[config.mk]
export PLATFORM = sky130hd
export DESIGN_NAME = rc_pulse_decoder_flat
export DESIGN_NICKNAME = d
export VERILOG_FILES = /design/src/rtl/rc_pulse_decoder_if.sv /design/src/rtl/rc_pulse_decoder.sv /design/src/flat_wrapper.sv
export SDC_FILE = /design/constraint.sdc
export NUM_CORES = 1
export LEC_CHECK = 0
export CORE_MARGIN = 1.5
export CORE_UTILIZATION = 50
export CTS_CLUSTER_SIZE = 16
export DETAILED_ROUTE_END_ITERATION = 10
export DONT_BUFFER_PORTS = 1
export GPL_ROUTABILITY_DRIVEN = 0
export PLACE_DENSITY = 0.72
export SLEW_MARGIN = 20
export SYNTH_ARGS = -nofsm -noshare
export SYNTH_HDL_FRONTEND = slang
export SYNTH_SLANG_ARGS = --single-unit
[constraint.sdc]
create_clock -name clk -period 7.8 [get_ports clk]
set_input_delay 1.95 -clock clk [delete_from_list [all_inputs] [get_ports clk]]
set_output_delay 1.95 -clock clk [all_outputs]
set_load 0.03 [all_outputs]
[src/rtl/rc_pulse_decoder_if.sv]
// rc_pulse_decoder_if: PWM input and decoded position/status bundle of the RC pulse decoder
interface rc_pulse_decoder_if;
   logic       pulse_in;
   logic [7:0] position;
   logic       valid;
   logic       range_err;
   logic       signal_lost;
   modport master (output pulse_in, input position, valid, range_err, signal_lost);
   modport slave (input pulse_in, output position, valid, range_err, signal_lost);
endinterface

[src/rtl/rc_pulse_decoder.sv]
// rc_pulse_decoder: measures the high time of an RC PWM input in ticks and recovers its 8-bit position
module rc_pulse_decoder #(
   parameter int CLK_DIV        = 392,
   parameter int MIN_TICKS      = 256,
   parameter int MAX_HIGH_TICKS = 1023,
   parameter int TIMEOUT_TICKS  = 8192
) (
   input logic               clk,
   input logic               rst,
   rc_pulse_decoder_if.slave bus
);
   localparam int PW = $clog2(CLK_DIV);
   localparam logic [PW-1:0] PRE_LAST = PW'(CLK_DIV - 1);
   localparam logic [PW-1:0] PRE_HALF = PW'(CLK_DIV / 2);
   localparam logic [10:0] W_LO = 11'(MIN_TICKS);
   localparam logic [10:0] W_HI = 11'(MIN_TICKS + 255);
   localparam logic [9:0] W_MAX = 10'(MAX_HIGH_TICKS);
   localparam logic [13:0] TO_MAX = 14'(TIMEOUT_TICKS);
   localparam logic [1:0] ARM = 2'd0, IDLE = 2'd1, HIGH = 2'd2, STUCK = 2'd3;
   logic sync_0, sync_1, sync_1_d;
   logic [PW-1:0] presc;
   logic [9:0] width_cnt;
   logic [13:0] to_cnt;
   logic [1:0] state, state_nx;
   logic tick, rise, fall, dec, range_nx;
   logic [10:0] width_eff;
   logic [7:0] position, position_nx;
   logic valid, range_err, signal_lost;
   assign bus.position    = position;
   assign bus.valid       = valid;
   assign bus.range_err   = range_err;
   assign bus.signal_lost = signal_lost;
   // The tick landing in the falling-edge cycle still belongs to the pulse, giving round-to-nearest.
   always_comb begin
      tick        = presc == PRE_LAST;
      rise        = sync_1 & ~sync_1_d;
      fall        = ~sync_1 & sync_1_d;
      dec         = state == HIGH && fall;
      width_eff   = {1'b0, width_cnt} + {10'd0, tick};
      range_nx    = width_eff < W_LO || width_eff > W_HI;
      position_nx = width_eff < W_LO ? 8'h00 : width_eff > W_HI ? 8'hFF : 8'(width_eff - W_LO);
      state_nx    = state == ARM  ? (sync_1 ? ARM : IDLE)
                  : state == IDLE ? (rise ? HIGH : IDLE)
                  : state == HIGH ? (fall ? IDLE : width_cnt == W_MAX ? STUCK : HIGH)
                  : (sync_1 ? STUCK : IDLE);
   end
   // Synchronizer resets high so a pulse already in progress at release looks old and is skipped.
   always_ff @(posedge clk or posedge rst) begin
      if (rst) {sync_0, sync_1, sync_1_d} <= 3'b111;
      else {sync_0, sync_1, sync_1_d} <= {bus.pulse_in, sync_0, sync_1};
   end
   always_ff @(posedge clk or posedge rst) begin
      if (rst) begin
         state       <= ARM;
         presc       <= '0;
         width_cnt   <= '0;
         to_cnt      <= '0;
         position    <= 8'h80;
         valid       <= 1'b0;
         range_err   <= 1'b0;
         signal_lost <= 1'b1;
      end else begin
         state       <= state_nx;
         presc       <= rise ? PRE_HALF : tick ? '0 : presc + 1'b1;
         width_cnt   <= rise ? '0 : (state == HIGH && sync_1 && tick && width_cnt != W_MAX) ? width_cnt + 1'b1 : width_cnt;
         to_cnt      <= dec ? '0 : (tick && to_cnt != TO_MAX) ? to_cnt + 1'b1 : to_cnt;
         signal_lost <= dec ? 1'b0 : to_cnt == TO_MAX ? 1'b1 : signal_lost;
         valid       <= dec;
         position    <= dec ? position_nx : position;
         range_err   <= dec ? range_nx : range_err;
      end
   end
endmodule

[src/flat_wrapper.sv]
// flat-port wrapper written by rule: the top's interface ports become plain ports
module rc_pulse_decoder_flat 
#(
   parameter int CLK_DIV        = 392,
   parameter int MIN_TICKS      = 256,
   parameter int MAX_HIGH_TICKS = 1023,
   parameter int TIMEOUT_TICKS  = 8192
)
  (clk, rst, bus_pulse_in, bus_position, bus_valid, bus_range_err, bus_signal_lost);
  rc_pulse_decoder_if bus_i ();
  input logic clk;
  input logic rst;
  input wire logic [$bits(bus_i.pulse_in)-1:0] bus_pulse_in;
  output wire logic [$bits(bus_i.position)-1:0] bus_position;
  output wire logic [$bits(bus_i.valid)-1:0] bus_valid;
  output wire logic [$bits(bus_i.range_err)-1:0] bus_range_err;
  output wire logic [$bits(bus_i.signal_lost)-1:0] bus_signal_lost;
  assign bus_i.pulse_in = bus_pulse_in;
  assign bus_position = bus_i.position;
  assign bus_valid = bus_i.valid;
  assign bus_range_err = bus_i.range_err;
  assign bus_signal_lost = bus_i.signal_lost;
  rc_pulse_decoder #(.CLK_DIV(CLK_DIV), .MIN_TICKS(MIN_TICKS), .MAX_HIGH_TICKS(MAX_HIGH_TICKS), .TIMEOUT_TICKS(TIMEOUT_TICKS)) u_core (.clk(clk), .rst(rst), .bus(bus_i));
endmodule
; Word-level counts from Yosys, hierarchy flattened
; Index checks and enable logic that the tools add are counted.
; W data, S select, Z words.
[totals]
ff_bits = 49
inputBits = 3
[classes]
n_mux = 18
reduce_logical = 10
eq_ne = 7
add_sub_neg = 5
n_bitwise = 4
magnitude_cmp = 2
[op_table]
columns = cell, count
row1 = $mux W14, 2
row2 = $mux W10, 2
row3 = $mux W9, 2
row4 = $mux W8, 2
row5 = $add A14 B1 Y14 const B, 1
row6 = $eq A14 B14 Y1 const B, 1
row7 = $ne A14 B14 Y1 const B, 1
row8 = $mux W2, 6
row9 = $add A10 B1 Y11, 1
row10 = $gt A11 B9 Y1 const B, 1
row11 = $lt A11 B9 Y1 const B, 1
row12 = $add A10 B1 Y10 const B, 1
row13 = $eq A10 B10 Y1 const B, 1
row14 = $ne A10 B10 Y1 const B, 1
row15 = $add A9 B1 Y9 const B, 1
row16 = $eq A9 B9 Y1 const B, 1
row17 = $sub A8 B1 Y8 const B, 1
row18 = $reduce_bool A2 Y1, 3
row19 = $logic_and A1 B1 Y1, 5
row20 = $mux W1, 4
row21 = $and A1 B1 Y1, 2
row22 = $eq A2 B1 Y1 const B, 1
row23 = $eq A2 B2 Y1 const B, 1
row24 = $logic_not A2 Y1, 1
row25 = other kinds (2), 3

; Longest topological paths before layout
; Gate-level depths: netlist of run 1.
[depth]
depth_word = 6
ltp_mapped = 10
depth_no_buf = 10

; Least setup slack after synthesis of run 1
; OpenSTA, ideal clock, no wires.
[synth_path]
path_type = register -> output
from = reg u_core.position[7], in the netlist u_core.bus.position[7]
to = out bus_position[7]
path_slack_ps = 5253
stages_incl_launch_ff = 1
required_time_ps = 5850
arrival_time_ps = 597
path_cell_list = dfstp_2
[synth_rtl]
columns = item, line
row1 = "start, declared", rc_pulse_decoder.sv:27  ; logic [7:0] position, position_nx;
row2 = "start signal, assigned", rc_pulse_decoder.sv:69  ; position <= dec ? position_nx : position;
row3 = "end, declared", flat_wrapper.sv:14  ; output wire logic [$bits(bus_i.position)-1:0] bus_position;
; No word-level cell between the ends.

; Final worst setup path of run 1
[layout_path]
from = reg u_core.presc[3]
to = reg u_core.position[3], in the netlist u_core.bus.position[3]
[layout_via]
elab_chain_cells = 5
elab_cells_between_ends = 7
classes_between = add/sub (2) / order compare (2) / eq/ne (1) / mux (2)
[layout_rtl]
columns = item, line
row1 = "start, declared", rc_pulse_decoder.sv:21  ; logic [PW-1:0] presc;
row2 = "start signal, assigned", rc_pulse_decoder.sv:64  ; presc <= rise ? PRE_HALF : tick ? '0 : presc + 1'b1;
row3 = $eq A9 B9 Y1 (*), rc_pulse_decoder.sv:35  ; tick = presc == PRE_LAST;
row4 = $add A10 B1 Y11 (*), rc_pulse_decoder.sv:39  ; width_eff = {1'b0, width_cnt} + {10'd0, tick};
row5 = $gt A11 B9 Y1 or $sub A8 B1 Y8 (tied branches), rc_pulse_decoder.sv:41  ; position_nx = width_eff < W_LO ? 8'h00 : width_eff > W_HI ? 8'hFF : 8'(width_eff - W_LO);
row6 = $mux W8, rc_pulse_decoder.sv:41
row7 = $mux W8 (*), rc_pulse_decoder.sv:41
; Mark *: on every way between the ends. The rest lies on a longest branch, timed or not.
; A chain may end at the register's enable or synchronous reset.

==> results of run 1 <==
==> sequential cells by signal, summed over array words and instances (netlist names) <==
name,flops
u_core.sync_1,1
u_core.sync_1_d,1
u_core.to_cnt,14
u_core.state,2
u_core.presc,9
u_core.sync_0,1
u_core.bus.signal_lost,1
u_core.width_cnt,10
u_core.bus.valid,1
u_core.bus.range_err,1
u_core.bus.position,8
==> worst paths after layout <==
kind,end,slack [ns],cells after the start
worst max-delay path,u_core.bus.position[3],4.88,9
worst min-delay path,u_core.sync_1,0.36,0
worst max register to register,u_core.bus.position[3],4.88,9
worst min register to register,u_core.sync_1,0.36,0
max in group asynchronous,u_core.bus.range_err,5.65,1
min in group asynchronous,u_core.presc[3],1.66,1
==> kinds of logic after synthesis <==
group,after synthesis,synth area share
adder cells (fa/ha/maj),6,0.02804
AND/OR/NAND/NOR,135,0.2832
AO/OA/AOI/OAI,60,0.1304
XOR/XNOR,15,0.04906
flip-flops,49,0.4603
buffers and inverters,20,0.03691
multiplexers,3,0.01215
==> synth_stat cells (3+ instances only) <==
master | n | area share
o31ai_1 | 6 | 0.017
dfrtp_1 | 44 | 0.41
dfstp_2 | 5 | 0.049
ha_1 | 6 | 0.028
clkbuf_1 | 4 | 0.0056
nand2b_1 | 4 | 0.0093
xnor2_1 | 11 | 0.036
o21ai_0 | 15 | 0.028
nor4_1 | 7 | 0.016
xor2_1 | 4 | 0.013
nor2_1 | 29 | 0.041
nand4_1 | 10 | 0.023
inv_1 | 9 | 0.013
or4_1 | 7 | 0.020
and3_1 | 5 | 0.012
nor2b_1 | 3 | 0.0070
o22ai_1 | 3 | 0.0070
and4_1 | 5 | 0.016
nand4b_1 | 3 | 0.0098
or3_1 | 5 | 0.012
nand3_1 | 20 | 0.037
nand2_1 | 17 | 0.024
a21oi_1 | 26 | 0.049
nor3_1 | 6 | 0.011
buf_2 | 4 | 0.0075
==> worst register-to-register path, cell delays in order, from the launching register on <==
cell and delay [ns]:
dfrtp_1 0.44, nor4b_1 0.57, nand2_1 0.25, inv_1 0.18, ha_1 0.24, ha_1 0.24, nand4_1 0.16, nor3_1 0.45
o21ai_0 0.16, a21oi_1 0.17
==> cell type report <==
cell class,count,area (um2),area share
multi-input cells,219,1361,0.4818
inverters,9,35.03,0.01240
well taps,70,87.58,0.03100
clock buffers,7,96.34,0.03410
repair buffers,1,7.507,0.002657
clock inverters,1,5.005,0.001771
flip-flops and latches,49,1232,0.4362
==> through the flow <==
step	instances	util	hold WS (ns)	setup WS [ns]
after floorplan	288	-	0.3452	4.685
after global placement	348	0.5297	0.3479	4.988
after detailed placement	348	0.5297	0.3491	4.889
after CTS	356	0.5494	0.3629	4.884
after global routing	356	0.5497	0.3636	4.611
final	356	0.5497	0.3612	4.877
==> power by group through the flow <==
stage / clock (mW) / sequential, mW / combinational, mW
2_1_floorplan: 0 / 0.366 / 0.0603
3_3_place_gp: 0 / 0.373 / 0.0708
3_5_place_dp: 0 / 0.375 / 0.0729
4_1_cts: 0.172 / 0.370 / 0.0734
5_1_grt: 0.181 / 0.374 / 0.0832
6_report: 0.166 / 0.369 / 0.0719
==> layer usage <==
| metal | share of wire | track usage | up-vias |
|---|---|---|---|
| met4 | 0.012 | 0.06111 | 0 |
| met2 | 0.46 | 0.2946 | 28 |
| met5 | 0 | 0 | - |
| met3 | 0.026 | 0.04910 | 6 |
| li1 | - | - | 1059 |
| met1 | 0.50 | 0.2814 | 1025 |
==> impl_results.md, run 1 <==
* Logic pwr share at 0.118
* Post-route ant nets at 0
* Sequential fraction of the synthesis area at 0.4603
* Fill count at slightly below 500
* Maximum VDD drop at 0.1462 mV
* WL/cell at about 15 um
* Final Hold Viols at 0
* Final Instance Area at 0.002825 mm2
* Clk_lat worst skew at 0.30 ns
* Clock transition at path regs at approximately 0.090 ns
* Initial Util at 0.5209
* Number of synthesized flops with an enable pin at 0
* Nets at around 290
* Sink Count at 49
* Status: complete, no violations
* Crit path max-delay family: simple AND/OR/NAND/NOR gates
* Global route overflow at 0
* Syn nets at 297
* CTS Hold Buffers Added at 0
* Worst Max-Slew Pin Slew at about 0.83 ns
* Root buf cell: clkbuf_8
* I/O pin count at 14
* Main flop type after synthesis: dfrtp_1
* HPWL after DPL at ~3500 um
* Htree depth at 2
* Row cnt at 26
* Final WL at approximately 5400 um
* Hold_sp: u_core.sync_0
* Post-synth ARST share at 1.000
* Clk pwr share at 0.273
* Avg Cell Area, Syn at 9.297 um2
* Post-Syn Area at 0.002678 mm2
* WP buf/inv at 1
* Max-slew violations at 0
* P_sw at 0.2066 mW
* Die span in y at 76.18 um
* Area delta synth->final at 5.514%
* Pin count of the biggest net entering global routing at 50
* Fin Clk Skew at 0.003359 ns
* First-pass GRT wire length at 9266 um
* Leading cell type in the layout, fill and taps excluded: dfrtp_1
* Vias in the first global route at 1,979
* TritonCTS buffer count at 5
* Core box area at slightly above 0.005 mm2
* Sequential share of power at 0.608
* Crit-path cells: nor4b_1 > nand2_1 > inv_1 > ha_1 > ha_1 > nand4_1 > nor3_1 > o21ai_0 > a21oi_1
* Cell internal pwr at approximately 0.4 mW
* Most frequent cells in the layout: dfrtp_1 (44), nor2_1 (29), a21oi_1 (26)
* YS warnings at 0
* Capturing element type of the critical path: register
* DRT Pass-1 Iters at 4
* DR iter-0 viols at roughly 150
* Routed vias/inst at 5.949
* Critical Path Max Stage Delay at 0.57 ns
* Die area at 0.005803 mm2
* Final setup vio count at 0
* Leak at between 1 and 1.5 nW
* Startpoint types: register
* Synth Instances at between 200 and 300
* Placed inst area at 0.002723 mm2
* Slowest CP cell: nor4b_1
* Distinct cells, synth at 46
* Initial antenna violation count at 0
* F_max at 0.3422 GHz
* Layout cells sized above 1 at 0.08741
* Hold Path Class: register to register
* Period utilization at 0.3747
* Crit path launch: u_core.presc[3]
* DRC Markers at 0
* Number of synthesized register bits at 49
* CTS tree: yes
* Cell mode on critical path: ha_1
* Post-CTS Setup Repair Bufs at 0
* Gr usage total at 0.1968
* Max_slew headroom at 0.4430
* Post_cts resized at 0
* Die Width at ~76 um
* Req. time, crit path at around 8 ns
* Max-Cap Viols at 0
* Power density over the cells at 214.9 mW/mm2
* Critical R2R Launch: u_core.presc[3]
* Crit-path max FO at 7
* Total negative slack at 0 ns
* Port Buf Inserts at 0
* Power after layout at roughly 0.61 mW
* WP data arrival at 3.15 ns
* Kind of critical path: register to register
* Antenna fix cells at 0
* Final Critical Period at around 3 ns
* Vias at around 2,100
* Switching portion of total power at 0.3402
* RSZ-0062 raised after global routing: false
* Max Root-Sink Buffers at 2
Power figures use the tool's default switching activity.
==> run 2: changes to the inputs <==
clock period = 3 ns   (was 7.8 ns; I/O delays follow)
==> run 2 against run 1 <==
First-iteration DRC count rose by 29%. Critical endpoint is now u_core.bus.position[1]. Non-clock buffer count rose by 6. Wire length rose by 3.4%. Design area rose by 1.0%. Sequential power rose to 2.6 times the previous value. Critical path depth rose by 1. Global-route usage rose by 0.97 points.
==> impl_results.md, run 2 (synthesis results as in run 1) <==
* Status: complete, no violations
* Most frequent cells in the layout: dfrtp_1 (44), nor2_1 (29), a21oi_1 (26)
* Final setup vio count at 0
* Capturing element type of the critical path: register
* DR iter-0 viols at ~200
* Nets at 300
* Pin count of the biggest net entering global routing at 33
* Hold Path Class: input port to async pin
* Kind of critical path: register to register
* Routed vias/inst at 6.088
* Global route overflow at 0
* Power density over the cells at about 550 mW/mm2
* Critical Path Max Stage Delay at roughly 0.5 ns
* Crit-path cells: ha_1 > and4b_1 > nand2_1 > inv_1 > ha_1 > ha_1 > nand4_1 > nor3_1 > o21ai_0 > a21oi_1
* Htree depth at 2
* HPWL after DPL at 3872 um
* WP data arrival at 2.92 ns
* Row cnt at 26
* First-pass GRT wire length at 9818 um
* RSZ-0062 raised after global routing: false
* Port Buf Inserts at 0
* Cell internal pwr at between 1 and 1.5 mW
* Max reg flops at 14
* Clock transition at path regs at 0.10 ns
* Post-CTS Setup Repair Bufs at 0
* Cell mode on critical path: ha_1
* Startpoint types: register
* Die Width at 76.18 um
* Leading cell type in the layout, fill and taps excluded: dfrtp_1
* Max-Cap Viols at 0
* Reg-to-reg slack, setup at 0.32 ns
* I/O pin count at 14
* Fin Hold WS at 0.2906 ns
* Sink Count at 49
* Crit-path max FO at 6
* Clk_lat worst skew at between 0.3 and 0.4 ns
* CTS tree: yes
* Worst Max-Slew Pin Slew at 0.5917 ns
* R2R depth at 10
* Largest regs: u_core.to_cnt: 14 flops, u_core.width_cnt: 10 flops, u_core.presc: 9 flops
* Req. time, crit path at 3.24 ns
* Highest routed layer: met4
* WP buf/inv at 1
* DRT Pass-1 Iters at 4
* Sequential share of power at 0.611
* Largest reg by FF count: u_core.to_cnt
* CTS Hold Buffers Added at 0
* Vias at about 2,200
* Gr usage total at 0.2065
* Max Root-Sink Buffers at 2
* Post_cts resized at 0
* Final Hold Viols at 0
* P_sw at 0.5504 mW
* Crit path max-delay family: simple AND/OR/NAND/NOR gates
* Clk pwr share at 0.251
* Layout cells sized above 1 at 0.1027
* Core box area at 0.005140 mm2
* Capture point of the worst reg-to-reg path: u_core.bus.position[1]
* Switching portion of total power at 0.3497
* Die span in y at 76.18 um
* Leak at 1.155 nW
* Max_slew headroom at 0.6025
* Root buf cell: clkbuf_8
* Logic pwr share at 0.138
* DR WL met2 at 2639 um
* Maximum VDD drop at 0.2484 mV
* M1 wire length at 2657 um
* Slowest CP cell: nor3_1
* Period utilization at 0.8936
* Max-slew violations at 0
* Met3 WL at approximately 220 um
* TritonCTS buffer count at 5
* Total negative slack at 0 ns
* Vias in the first global route at between 2,000 and 2,500
* DRC Markers at 0
* Initial antenna violation count at 0
* F_max at around 0.37 GHz
* Antenna fix cells at 0
* Critical R2R Launch: u_core.presc[0]
* Final Critical Period at ~2.7 ns
* Die area at around 0.0058 mm2
* Area delta synth->final at 6.589%
* Post-route ant nets at 0
* Fin Clk Skew at 0.01536 ns
* WL/cell at around 15 um
* Initial Util at 0.5209
* Final WL at approximately 5600 um
==> run 2: cell types whose count changed in the layout (fill, tap and decap cells not counted) <==
cell,delta
clkbuf_8,-2
clkbuf_1,+1
inv_6,+1
inv_2,+1
clkinv_2,-1
buf_4,+6
==> run 2: worst register-to-register path, stage by stage, from the launching register on <==
cell and delay, ns:
dfrtp_1 0.39, ha_1 0.25, and4b_1 0.27, nand2_1 0.08, inv_1 0.13, ha_1 0.23, ha_1 0.24, nand4_1 0.16
nor3_1 0.50, o21ai_0 0.16, a21oi_1 0.19
==> run 2: per-layer routing <==
layer,GRT usage,up-vias
li1,-,1079
met1,0.2962,1068
met2,0.3180,52
met3,0.04072,5
met4,0.06111,0
met5,0,-
==> run 2: power by group through the flow <==
stage	clock, mW	sequential (mW)	combinational, mW
2_1_floorplan	0	0.952	0.157
3_3_place_gp	0	0.970	0.212
3_5_place_dp	0	0.973	0.218
4_1_cts	0.406	0.962	0.218
5_1_grt	0.438	0.975	0.249
6_report	0.395	0.962	0.216
==> run 2: worst max path at each step <==
stage	cells past startpoint	startpoint	to
2_1_floorplan	9	u_core.presc[3]	u_core.bus.range_err
3_3_place_gp	10	u_core.presc[0]	u_core.bus.position[3]
3_5_place_dp	10	u_core.presc[0]	u_core.bus.position[1]
4_1_cts	10	u_core.presc[0]	u_core.bus.position[1]
5_1_grt	10	u_core.presc[0]	u_core.bus.position[1]
6_report	10	u_core.presc[0]	u_core.bus.position[1]
==> run 2: layout make-up <==
| class | instances | area [um2] |
|---|---|---|
| inverter | 9 | 33.78 |
| multi-input combinational | 219 | 1361 |
| clock inverter | 2 | 13.76 |
| timing repair buffer | 7 | 52.55 |
| sequential | 49 | 1232 |
| tap | 70 | 87.58 |
| fill | 484 | 2286 |
| clock buffer | 6 | 72.57 |
==> run 2: through the flow <==
step | power (mW) | setup WS (ns) | instances | utilization | instance area, um2
finish | 1.574 | 0.3193 | 362 | 0.5553 | 2854
global route | 1.662 | 0.06014 | 362 | 0.5553 | 2854
CTS | 1.586 | 0.3593 | 362 | 0.5553 | 2854
detailed placement | 1.191 | 0.3650 | 354 | 0.5385 | 2768
global placement | 1.182 | 0.5209 | 354 | 0.5385 | 2768
floorplan | 1.109 | 0.5144 | 288 | - | 2678
==> run 3: changes to the inputs <==
CELL_PAD_IN_SITES_DETAIL_PLACEMENT = 0   (was not set)
CELL_PAD_IN_SITES_GLOBAL_PLACEMENT = 1   (was not set)
CORE_UTILIZATION = 49   (was 50)
PLACE_DENSITY = 0.86   (was 0.72)
==> run 3 against run 2 <==
Combinational power is essentially flat. Power shrank 1.2%. Fmax up 3.0%. Non-clock buffer count down 1. Largest cell class unchanged. Highest routed layer unchanged.
==> impl_results.md, run 3 (synthesis results as in run 1) <==
* Status: complete, no violations
* Total negative slack at 0 ns
* RSZ-0062 raised after global routing: false
* Routed vias/inst at 6.044
* CTS tree: yes
* Die span in y at just under 80 um
* Kind of critical path: register to register
* HPWL after DPL at 3841 um
* Crit path launch: u_core.presc[0]
* Max Root-Sink Buffers at 2
* I/O pin count at 14
* Final worst-path setup slack at 0.3968 ns
* Maximum VDD drop at ~0.28 mV
* Global route overflow at 0
* Layout cells sized above 1 at 0.09966
* CTS Hold Buffers Added at 0
* Clock transition at path regs at 0.08 ns
* Critical path destination: u_core.bus.position[1]
* Most frequent cells in the layout: dfrtp_1 (44), nor2_1 (29), a21oi_1 (26)
* Root buf cell: clkbuf_8
* Antenna fix cells at 0
* Max reg flops at 14
* Hold Path Class: register to register
* Gr usage total at 0.2094
* Area delta synth->final at 6.215%
* Max-slew violations at 0
* Leading cell type in the layout, fill and taps excluded: dfrtp_1
* Die area at 0.005917 mm2
* DR iter-0 viols at between 100 and 150
* Final Critical Period at 2.603 ns
* Htree depth at 2
* Startpoint types: register
* WP data arrival at 2.83 ns
* WL/cell at around 15 um
* Die Width at roughly 77 um
* Initial antenna violation count at 0
* Sink Count at 49
* Final setup vio count at 0
* Dpl ws at 0.4150 ns
* F_max at 0.3841 GHz
* Largest reg by FF count: u_core.to_cnt
* Post-CTS Setup Repair Bufs at 0
* DRT Pass-1 Iters at 4
* Worst Max-Slew Pin Slew at between 0.8 and 0.9 ns
* Port Buf Inserts at 0
* R2R depth at 10
* Final Hold Viols at 0
* Post-route ant nets at 0
* Capture point of the worst reg-to-reg path: u_core.bus.position[1]
* Critical R2R Launch: u_core.presc[0]
* Period utilization at 0.8677
* Post_cts resized at 0
* Power density over the cells at 546.5 mW/mm2
* Capturing element type of the critical path: register
* Final WL at 5584 um
* Crit-path max FO at 6
* Reg-to-reg slack, setup at roughly 0.40 ns
* Leak at 1.149 nW
* DRC Markers at 0
* Clk_lat worst skew at just over 0.3 ns
* TritonCTS buffer count at 5
* Max-Cap Viols at 0
* Vias at roughly 2,200
* Nets at 299
* Initial Util at 0.5177
* Pin count of the biggest net entering global routing at 50
* Largest regs: u_core.to_cnt: 14 flops, u_core.width_cnt: 10 flops, u_core.presc: 9 flops
* Fin Clk Skew at 0.01045 ns
* Vias in the first global route at 2,027
* First-pass GRT wire length at slightly below 10,000 um
* Row cnt at 26
* Req. time, crit path at 3.23 ns
* Max_slew headroom at 0.4423
* Core box area at 0.005172 mm2
run 3: cell types whose count changed in the layout (fill, tap and decap cells not counted), sizes merged:
cell    previous run  this run
inv               10         8
clkinv             1         3
buf                7         6
run 3: where the power goes:
| group | total, mW | switching [mW] | internal, mW |
|---|---|---|---|
| clock network | 0.379 | 0.217 | 0.162 |
| logic | 0.216 | 0.114 | 0.101 |
| registers | 0.959 | 0.204 | 0.755 |
| total | 1.55 | 0.536 | 1.02 |
run 3: worst min path at each step:
| stage | from | end | slack, ns | cells after the start |
|---|---|---|---|---|
| 2_1_floorplan | u_core.sync_0 | u_core.sync_1 | 0.35 | 0 |
| 3_3_place_gp | u_core.sync_0 | u_core.sync_1 | 0.35 | 0 |
| 3_5_place_dp | u_core.sync_0 | u_core.sync_1 | 0.35 | 0 |
| 4_1_cts | u_core.sync_0 | u_core.sync_1 | 0.36 | 0 |
| 5_1_grt | u_core.sync_0 | u_core.sync_1 | 0.37 | 0 |
| 6_report | u_core.sync_0 | u_core.sync_1 | 0.36 | 0 |
run 3: worst max-delay path: stages, from the launching register on:
cell and delay, ns:
dfrtp_1 0.39, ha_1 0.26, and4b_1 0.28, nand2_1 0.08
inv_1 0.13, ha_1 0.23, ha_1 0.24, nand4_1 0.16
nor3_1 0.43, o21ai_0 0.17, a21oi_1 0.16
run 3: through the flow:
stage	total power, mW	instance area [um2]	hold slack [ns]	utilization	instances
2_1_floorplan	1.109	2678	0.3452	-	288
3_3_place_gp	1.180	2760	0.3497	0.5336	353
3_5_place_dp	1.191	2760	0.3504	0.5336	353
4_1_cts	1.568	2843	0.3633	0.5496	361
5_1_grt	1.638	2844	0.3725	0.5498	361
6_report	1.554	2844	0.3610	0.5498	361
run 3: cell type report:
class | instances | area (um2)
fill | 478 | 2328
multi-input combinational | 219 | 1361
sequential | 49 | 1232
tap | 70 | 87.58
clock buffer | 6 | 72.57
timing repair buffer | 6 | 45.04
inverter | 9 | 35.03
clock inverter | 2 | 10.01
run 3: per-layer routing:
layer  track usage  wire length [um]  share of wire
met5             0                 0              0
met1        0.2914              2670           0.48
met3       0.04881               261          0.047
met2        0.3204              2566           0.46
met4       0.07037                86          0.015
